File: src/rtl/instruction_queue_pkg.sv
// Shared constants for the instruction queue: default field widths,
// opcode slice positions and the occupancy-count width helper.
package instruction_queue_pkg;

    localparam int IQ_DATA_WIDTH = 8;
    localparam int IQ_ADDR_WIDTH = 5;

    // Opcode occupies the bits above the operand field
    localparam int IQ_OPC_MSB = IQ_DATA_WIDTH - 1;
    localparam int IQ_OPC_LSB = IQ_ADDR_WIDTH;
    localparam int IQ_OPC_W   = IQ_DATA_WIDTH - IQ_ADDR_WIDTH;

    // Count must represent 0..depth inclusive
    function automatic int iq_cnt_width(input int depth);
        return $clog2(depth + 1);
    endfunction

endpackage

File: src/rtl/iq_fifo_mem.sv
// Queue storage: one synchronous write port, asynchronous read of the head.
module iq_fifo_mem #(
    parameter int DATA_WIDTH = 8,
    parameter int DEPTH      = 4,
    parameter int AW         = $clog2(DEPTH)
) (
    input  logic                  clk,
    input  logic                  we,
    input  logic [AW-1:0]         waddr,
    input  logic [DATA_WIDTH-1:0] wdata,
    input  logic [AW-1:0]         raddr,
    output logic [DATA_WIDTH-1:0] rdata
);

    logic [DATA_WIDTH-1:0] mem [DEPTH];

    // Write the pushed word; storage is data only, so it is never reset
    always_ff @(posedge clk) begin
        if (we) begin
            mem[waddr] <= wdata;
        end
    end

    assign rdata = mem[raddr];

endmodule

File: src/rtl/instruction_queue.sv
// Instruction FIFO feeding the IR stage. Fetch pushes words, execute
// advances the IR stage; an empty queue lets a same-cycle push bypass
// straight into IR. Flush discards everything queued and in IR.
module instruction_queue
    import instruction_queue_pkg::*;
#(
    parameter int DATA_WIDTH = IQ_DATA_WIDTH,
    parameter int ADDR_WIDTH = IQ_ADDR_WIDTH,
    parameter int DEPTH      = 4,
    parameter int CNT_W      = iq_cnt_width(DEPTH)
) (
    input  logic                             clk,
    input  logic                             rst,
    input  logic                             ld_ir,
    input  logic [DATA_WIDTH-1:0]            inst_in,
    input  logic                             advance,
    input  logic                             flush,
    output logic [DATA_WIDTH-ADDR_WIDTH-1:0] opcode,
    output logic [ADDR_WIDTH-1:0]            operand,
    output logic                             ir_valid,
    output logic                             q_ready,
    output logic [CNT_W-1:0]                 q_count,
    output logic                             overflow
);

    localparam int AW = $clog2(DEPTH);

    logic [AW-1:0]         wr_ptr_p0;
    logic [AW-1:0]         rd_ptr_p0;
    logic [CNT_W-1:0]      count_p0;
    logic [DATA_WIDTH-1:0] head_word;
    logic [DATA_WIDTH-1:0] ir_p1;
    logic                  vld_p1;
    logic                  ovf_p1;

    logic q_empty;
    logic q_full;
    logic do_pop;
    logic do_bypass;
    logic push_req;
    logic do_push;
    logic do_drop;

    // Queue decisions; flush gates every state-changing action
    always_comb begin
        q_empty   = (count_p0 == '0);
        q_full    = (count_p0 == CNT_W'(DEPTH));
        do_pop    = !flush && advance && !q_empty;
        do_bypass = !flush && advance && q_empty && ld_ir;
        push_req  = !flush && ld_ir && !do_bypass;
        do_push   = push_req && (!q_full || do_pop);
        do_drop   = push_req && q_full && !do_pop;
    end

    iq_fifo_mem #(
        .DATA_WIDTH (DATA_WIDTH),
        .DEPTH      (DEPTH),
        .AW         (AW)
    ) u_mem (
        .clk   (clk),
        .we    (do_push),
        .waddr (wr_ptr_p0),
        .wdata (inst_in),
        .raddr (rd_ptr_p0),
        .rdata (head_word)
    );

    // ---- queue stage p0: pointers and occupancy ----
    // Pointers wrap naturally because DEPTH is a power of two
    always_ff @(posedge clk) begin
        if (!rst || flush) begin
            wr_ptr_p0 <= '0;
            rd_ptr_p0 <= '0;
            count_p0  <= '0;
        end else begin
            if (do_push) wr_ptr_p0 <= wr_ptr_p0 + 1'b1;
            if (do_pop)  rd_ptr_p0 <= rd_ptr_p0 + 1'b1;
            if (do_push && !do_pop)      count_p0 <= count_p0 + 1'b1;
            else if (do_pop && !do_push) count_p0 <= count_p0 - 1'b1;
        end
    end

    // ---- IR stage p1: loaded from head or bypass, holds when starved ----
    always_ff @(posedge clk) begin
        if (!rst || flush) begin
            ir_p1  <= '0;
            vld_p1 <= 1'b0;
        end else if (do_pop) begin
            ir_p1  <= head_word;
            vld_p1 <= 1'b1;
        end else if (do_bypass) begin
            ir_p1  <= inst_in;
            vld_p1 <= 1'b1;
        end else if (advance) begin
            vld_p1 <= 1'b0;
        end
    end

    // Dropped push is flagged for exactly the following cycle
    always_ff @(posedge clk) begin
        if (!rst) begin
            ovf_p1 <= 1'b0;
        end else begin
            ovf_p1 <= do_drop;
        end
    end

    assign opcode   = ir_p1[DATA_WIDTH-1:ADDR_WIDTH];
    assign operand  = ir_p1[ADDR_WIDTH-1:0];
    assign ir_valid = vld_p1;
    assign q_ready  = !q_full;
    assign q_count  = count_p0;
    assign overflow = ovf_p1;

endmodule

File: config.mk
export PLATFORM = sky130hd
export DESIGN_NAME = instruction_queue
export DESIGN_NICKNAME = d
export VERILOG_FILES = /design/src/rtl/instruction_queue_pkg.sv /design/src/rtl/iq_fifo_mem.sv /design/src/rtl/instruction_queue.sv
export SDC_FILE = /design/constraint.sdc
export NUM_CORES = 1
export LEC_CHECK = 0
export ABC_AREA = 0
export CAP_MARGIN = 20
export CORE_ASPECT_RATIO = 0.9
export CORE_UTILIZATION = 50
export CTS_CLUSTER_DIAMETER = 120
export DETAILED_ROUTE_END_ITERATION = 16
export PLACE_DENSITY = 0.76
export SYNTH_ARGS = -nofsm -noshare
export SYNTH_HDL_FRONTEND = slang
export SYNTH_SLANG_ARGS = --single-unit
File: constraint.sdc
create_clock -name clk -period 3.4 [get_ports clk]
set_clock_uncertainty 0.05 [all_clocks]
set_input_delay 0.68 -clock clk [delete_from_list [all_inputs] [get_ports clk]]
set_output_delay 0.68 -clock clk [all_outputs]
set_load 0.01 [all_outputs]
# Yosys cells after proc, flatten, opt, wreduce, memory -nomap -nowiden
# Memory sizes are Yosys's and may differ from the RTL's. A register that Yosys moved wholly into a read port is not among the register bits.
# Index checks and enable logic that the tools add are counted.
op_classes:
  add_sub_neg: 4
  mul: 0
  div_mod_pow: 0
  order_cmp: 0
  n_eq_ne: 1
  n_shift: 0
  mux: 11
  n_bitwise: 0
  n_reduce_logical: 24
ops:
  columns: ["cell", "n"]
  rows:
  - ["two-way mux 8 bit", 2]
  - ["logical AND 1 bit", 11]
  - ["logical NOT 1 bit", 7]
  - ["two-way mux 3 bit", 2]
  - ["two-way mux 1 bit", 5]
  - ["adder 2 x 1 -> 2 bit (second input constant)", 2]
  - ["two-way mux 2 bit", 2]
  - ["nonzero test 2 bit", 2]
  - ["adder 3 x 1 -> 3 bit (second input constant)", 1]
  - ["== test 3 bit (second input constant)", 1]
  - ["logical NOT 3 bit", 1]
  - ["nonzero test 3 bit", 1]
  - ["subtractor 3 x 1 -> 3 bit (second input constant)", 1]
  - ["logical OR 1 bit", 2]
totals:
  ff_bits: 17
  latchBits: 0
  mem_bits_rw: 32
  rom_bits: 0
  in_bits: 13
  out_inout_bits: 14
  wordCells: 47
  mem_count: 1
memory_table:
  columns: ["name", "words", "word_bits", "read_ports", "rd_ports_with_merged_regs", "wr", "line", "text"]
  rows:
  - ["u_mem.mem", 4, 8, 1, 1, 1, "iq_fifo_mem.sv:15", "logic [DATA_WIDTH-1:0] mem [DEPTH];"]

# Longest topological paths before layout
depth:
  ltp_word: 11
  mapped_depth: 9
  ltp_nobuf: 8

# Cells and area by module
# A second synthesis with hierarchy kept.
unflattened:
  cells_unflattened: 145
  hier_area_um2: 2059.5
modules_own_cells:
  columns: ["mod", "instances", "cells_per_inst", "area_each_um2", "seq_area_each_um2"]
  rows:
  - ["iq_fifo_mem", 1, 46, 1188.6, 960.9]
  - ["instruction_queue", 1, 99, 870.8, 340.3]

# Worst setup path before layout
# No wires, ideal clock.
synth_timing:
  path_kind: "input to register"
  from: "input advance"
  to: "register count_p0[2], in the netlist q_count[2]"
  setup_time_ns: 0.071
  arrival_ns: 2.392
  required_time_ns: 3.279
  slack_ns: 0.887
  stages: 9
  path_buffers: 1
  path_cell_list: "nor2b_1 > buf_2 > nand2_2 > ha_1 > inv_1 > fa_1 > xor2_1 > or3_2 > a21oi_1"
synth_between:
  elab_chain_len: 9
  word_cells_on_any_way: 14
  classes_between: "mux: 1; reduce/logical: 13"
synth_lines:
  columns: ["element", "line", "text"]
  rows:
  - ["start, declared", "instruction_queue.sv:16", "input logic advance,"]
  - ["logical AND 1 bit *", "instruction_queue.sv:48, instruction_queue.sv:49", null]
  - ["logical AND 1 bit (2 in series)", "instruction_queue.sv:49", "do_bypass = !flush && advance && q_empty && ld_ir;"]
  - ["logical NOT 1 bit", "instruction_queue.sv:50", "push_req = !flush && ld_ir && !do_bypass;"]
  - ["logical AND 1 bit", "instruction_queue.sv:50", null]
  - ["logical AND 1 bit", "instruction_queue.sv:51", "do_push = push_req && (!q_full || do_pop);"]
  - ["logical NOT 1 bit", "instruction_queue.sv:79", "else if (do_pop && !do_push) count_p0 <= count_p0 - 1'b1;"]
  - ["logical AND 1 bit", "instruction_queue.sv:79", null]
  - ["nonzero test 2 bit (no line)", null, null]
  - ["end signal, assigned", "instruction_queue.sv:78", "if (do_push && !do_pop) count_p0 <= count_p0 + 1'b1;"]
  - ["end signal, assigned", "instruction_queue.sv:79", null]
  - ["end, declared", "instruction_queue.sv:30", "logic [CNT_W-1:0] count_p0;"]
# Mark *: on every way between the ends. The rest lies on a longest branch, timed or not.
# A chain may end at the register's enable or synchronous reset.

# Worst setup path in the final report
# Same ends and word-level chain as after synthesis.

==> results.py <==
metrics = {
    "drt": {
        "totalWireLength_microns": 3841,
        "route.detailed.drc": 0,
        "met3WireLength_microns": 121,
        "avgViaCountPerCell": 5.633,
        "dr_total_vias": 1228,
        "wl_met2_microns": 1973,
        "initialDrtViolationCount": 66,
        "routed_wire_length_per_instance_microns": 17.62,
        "detail-route-antenna-nets": 0,
        "detail_route.wirelength.met1_microns": 1708,
        "number_of_iterations_in_the_first_detailed_routing_pass": 4,
        "route.top_layer_used": "met4",
    },
    "floorplanning": {
        "core.rowCount": 21,
        "die_width_microns": 70,
        "dieHeight_microns": 63.20,
        "die_area_sq_um": 4424,
        "floorplan.io_pins": 27,
        "design.core.area_sq_um": 3862,
        "initial_core_util_pct": 53.87,
    },
    "critical_path": {
        "critPathBufInv": 2,
        "crit_required_ns": 3.57,
        "critical_path_arrival_ns": 2.96,
        "worst-path-max-fanout": 10,
        "crit_chain": "clkdlybuf4s50_1, nor2b_1, nand2_2, ha_1, inv_1, fa_1, xor2_1, or3_2, a21oi_1",
        "worst_path_largest_cell_delay_ns": 0.48,
        "critical_path.startpoint_type": "input pin",
        "setup.worst_path.class": "in -> reg",
        "critical_path.slowest_cell": "sky130_fd_sc_hd__clkdlybuf4s50_1",
        "critical_path.top_delay_family": "simple AND/OR/NAND/NOR gates",
        "worstSetupEndpointType": "flip-flop",
    },
    "place": {
        "dpl.hpwl_microns": 2578,
        "placement_setup_slack_ns": 0.3315,
        "port_buffers": 26,
        "placed_area_sq_um": 2352,
        "finalWeightedCongestion": 0.7712,
    },
    "timing": {
        "finalCritPeriodShare_pct": 82.12,
        "min_period_ns": 2.792,
        "f_max_mhz": 358.2,
        "setup_viol": 0,
        "tightest_slew_ns": 0.7383,
        "maxSlewHeadroom_pct": 50.78,
        "hold_ws_ns": 0.4493,
        "maxSlewViolCount": 0,
        "rsz_0062_raised_after_global_routing": "false",
        "layout_setup_ws_ns": 0.6080,
        "fin_tns_setup_ns": 0,
        "hold_viol_final": 0,
    },
    "cells_and_area": {
        "stdcell_area_sq_um": 2454,
        "mostFrequentLayoutCell": "sky130_fd_sc_hd__edfxtp_1",
        "diodes": 0,
        "share_of_layout_cells_above_drive_strength_1_pct": 12.21,
        "commonest_cells_after_routing_fill_and_taps_aside": "sky130_fd_sc_hd__edfxtp_1 (32), sky130_fd_sc_hd__clkdlybuf4s50_1 (26), sky130_fd_sc_hd__dfxtp_1 (19)",
        "final_nets": 190,
        "area.growth.synth_to_final_pct": 17.92,
        "fill_cells": 283,
    },
    "synthesis": {
        "avgSynthCellArea_sq_um": 14.45,
        "post-synth-top-area-fraction_pct": 46.18,
        "syn_nets": 163,
        "synth_xor_xnor_area_share_pct": 2.526,
        "netlist_area_sq_um": 2081,
        "synth.top_cells.by_area": "sky130_fd_sc_hd__edfxtp_1 (46%), sky130_fd_sc_hd__dfxtp_1 (18%), sky130_fd_sc_hd__mux4_2 (8.7%), sky130_fd_sc_hd__nor2_1 (3.1%), sky130_fd_sc_hd__ha_1 (3.0%)",
        "synth_fa_ha_area_share_pct": 3.969,
        "synth_compound_area_share_pct": 5.171,
        "cell_taking_the_most_area_after_synthesis": "sky130_fd_sc_hd__edfxtp_1",
        "syn_inst": 144,
        "synth_top_family_by_area": "simple AND/OR/NAND/NOR gates",
        "netlist-cell-type-count": 30,
        "basic_gate_share_of_the_synthesized_area_counting_and_or_nand_and_nor_cells_pct": 10.58,
        "yosysSeqAreaShare_pct": 64.46,
        "mux_cell_area_share_after_synthesis_pct": 9.621,
        "synth-seq-cells": 51,
        "number_of_warning_messages_in_the_yosys_log": 0,
    },
    "worst_hold_path": {
        "hold_path_class": "reg -> reg",
    },
    "clock_tree": {
        "count_of_hold_fix_buffers_inserted_at_cts": 0,
        "cts_max_path_buffers": 2,
        "clk_pin_slew_worst_paths_ns": 0.08,
        "clk_latency_ns": 0.29,
        "level_count_of_the_clock_h_tree": 2,
        "tritoncts": "yes",
        "post_cts.resized_instances": 0,
        "clock_tree.root_cell": "sky130_fd_sc_hd__clkbuf_8",
        "cts.sinks": 51,
        "cts_made_buffers": 5,
        "postCtsSetupRepairBufs": 0,
    },
    "global_route": {
        "grt_usage_pct": 19.08,
        "grt_max_degree": 19,
        "wire_length_of_the_first_global_routing_pass_microns": 6168,
        "globalRoute.totalOverflow": 0,
        "grt_antenna_before_repair": 0,
        "first_global_vias": 1289,
    },
    "run_status": {
        "status": "complete, no violations",
    },
    "pwr": {
        "cellLeakagePower_nw": 0.8202,
        "power-per-cell-area_nw_per_um2": 464.9,
        "worst_ir_drop_vdd_v": 0.0003571,
    },
    "flow_run": {
        "drv_cap": 0,
    },
}
## through the flow
stage                     power (mW)  std cells  util [%]
after floorplan               0.7411        144         -
after global placement        0.7747        210     60.90
after detailed placement      0.7795        210     60.90
after CTS                      1.150        218     63.52
after global routing           1.184        218     63.52
final                          1.141        218     63.52
## worst register-to-register path: stages, from the launching register on
cell	delay, ns
sky130_fd_sc_hd__dfxtp_1	0.37
sky130_fd_sc_hd__or3_4	0.50
sky130_fd_sc_hd__nand2_2	0.24
sky130_fd_sc_hd__ha_1	0.24
sky130_fd_sc_hd__inv_1	0.06
sky130_fd_sc_hd__fa_1	0.37
sky130_fd_sc_hd__xor2_1	0.16
sky130_fd_sc_hd__or3_2	0.40
sky130_fd_sc_hd__a21oi_1	0.15
## state kept, by name (all words and copies together) (netlist names), named ones only
| signal | flops |
|---|---|
| q_count | 3 |
| overflow | 1 |
| rd_ptr_p0 | 2 |
| ir_p1 | 8 |
| wr_ptr_p0 | 2 |
| ir_valid | 1 |
| u_mem.mem | 32 |
## report_power, final
group / internal (mW) / switching (mW)
Combinational: 0.0438 / 0.0489
Sequential: 0.666 / 0.00647
Clock: 0.191 / 0.185
Total: 0.901 / 0.240
## worst paths after layout
kind	startpoint	endpoint	slack (ns)	cells past startpoint
worst max-delay path	advance	q_count[2]	0.61	9
worst min register to register	ir_p1[0]	ir_p1[0]	0.45	2
worst min-delay path	ir_p1[0]	ir_p1[0]	0.45	2
worst max register to register	q_count[2]	q_count[2]	0.79	8
## Yosys cell counts, drive strengths merged
| cell | count |
|---|---|
| or3 | 2 |
| nor2b | 1 |
| nand2 | 10 |
| inv | 4 |
| a21oi | 3 |
| o21ai | 1 |
| clkbuf | 4 |
| nand2b | 2 |
| nor4b | 1 |
| xor2 | 5 |
| ha | 5 |
| o21a | 1 |
| dfxtp | 19 |
| fa | 1 |
| and2 | 4 |
| edfxtp | 32 |
| nand3 | 9 |
| a311oi | 8 |
| buf | 4 |
| nor2 | 17 |
| xnor2 | 1 |
| mux2i | 2 |
| mux4 | 8 |
## layout make-up
class / instances / area [sq um] / area share [%]
clock buffers: 8 / 101.3 / 4.131
inverters: 4 / 15.01 / 0.6119
multi-input cells: 81 / 663.1 / 27.03
flip-flops and latches: 51 / 1341 / 54.67
well taps: 46 / 57.56 / 2.346
repair buffers: 28 / 275.3 / 11.22
## metal layers
| metal | vias to the layer above | GRT usage, % |
|---|---|---|
| met4 | 0 | 6.250 |
| li1 | 580 | - |
| met5 | - | 0 |
| met3 | 4 | 5.760 |
| met2 | 32 | 31.85 |
| met1 | 612 | 23.79 |
## kinds of logic after synthesis
group / after synthesis
AOI/OAI and AO/OA: 13
and+or+nand+nor: 46
buffers and inverters: 12
xor gates and xnor gates: 6
DFF: 51
adders and majority gates: 6
muxes: 10
(Power assumes the default switching activity.)
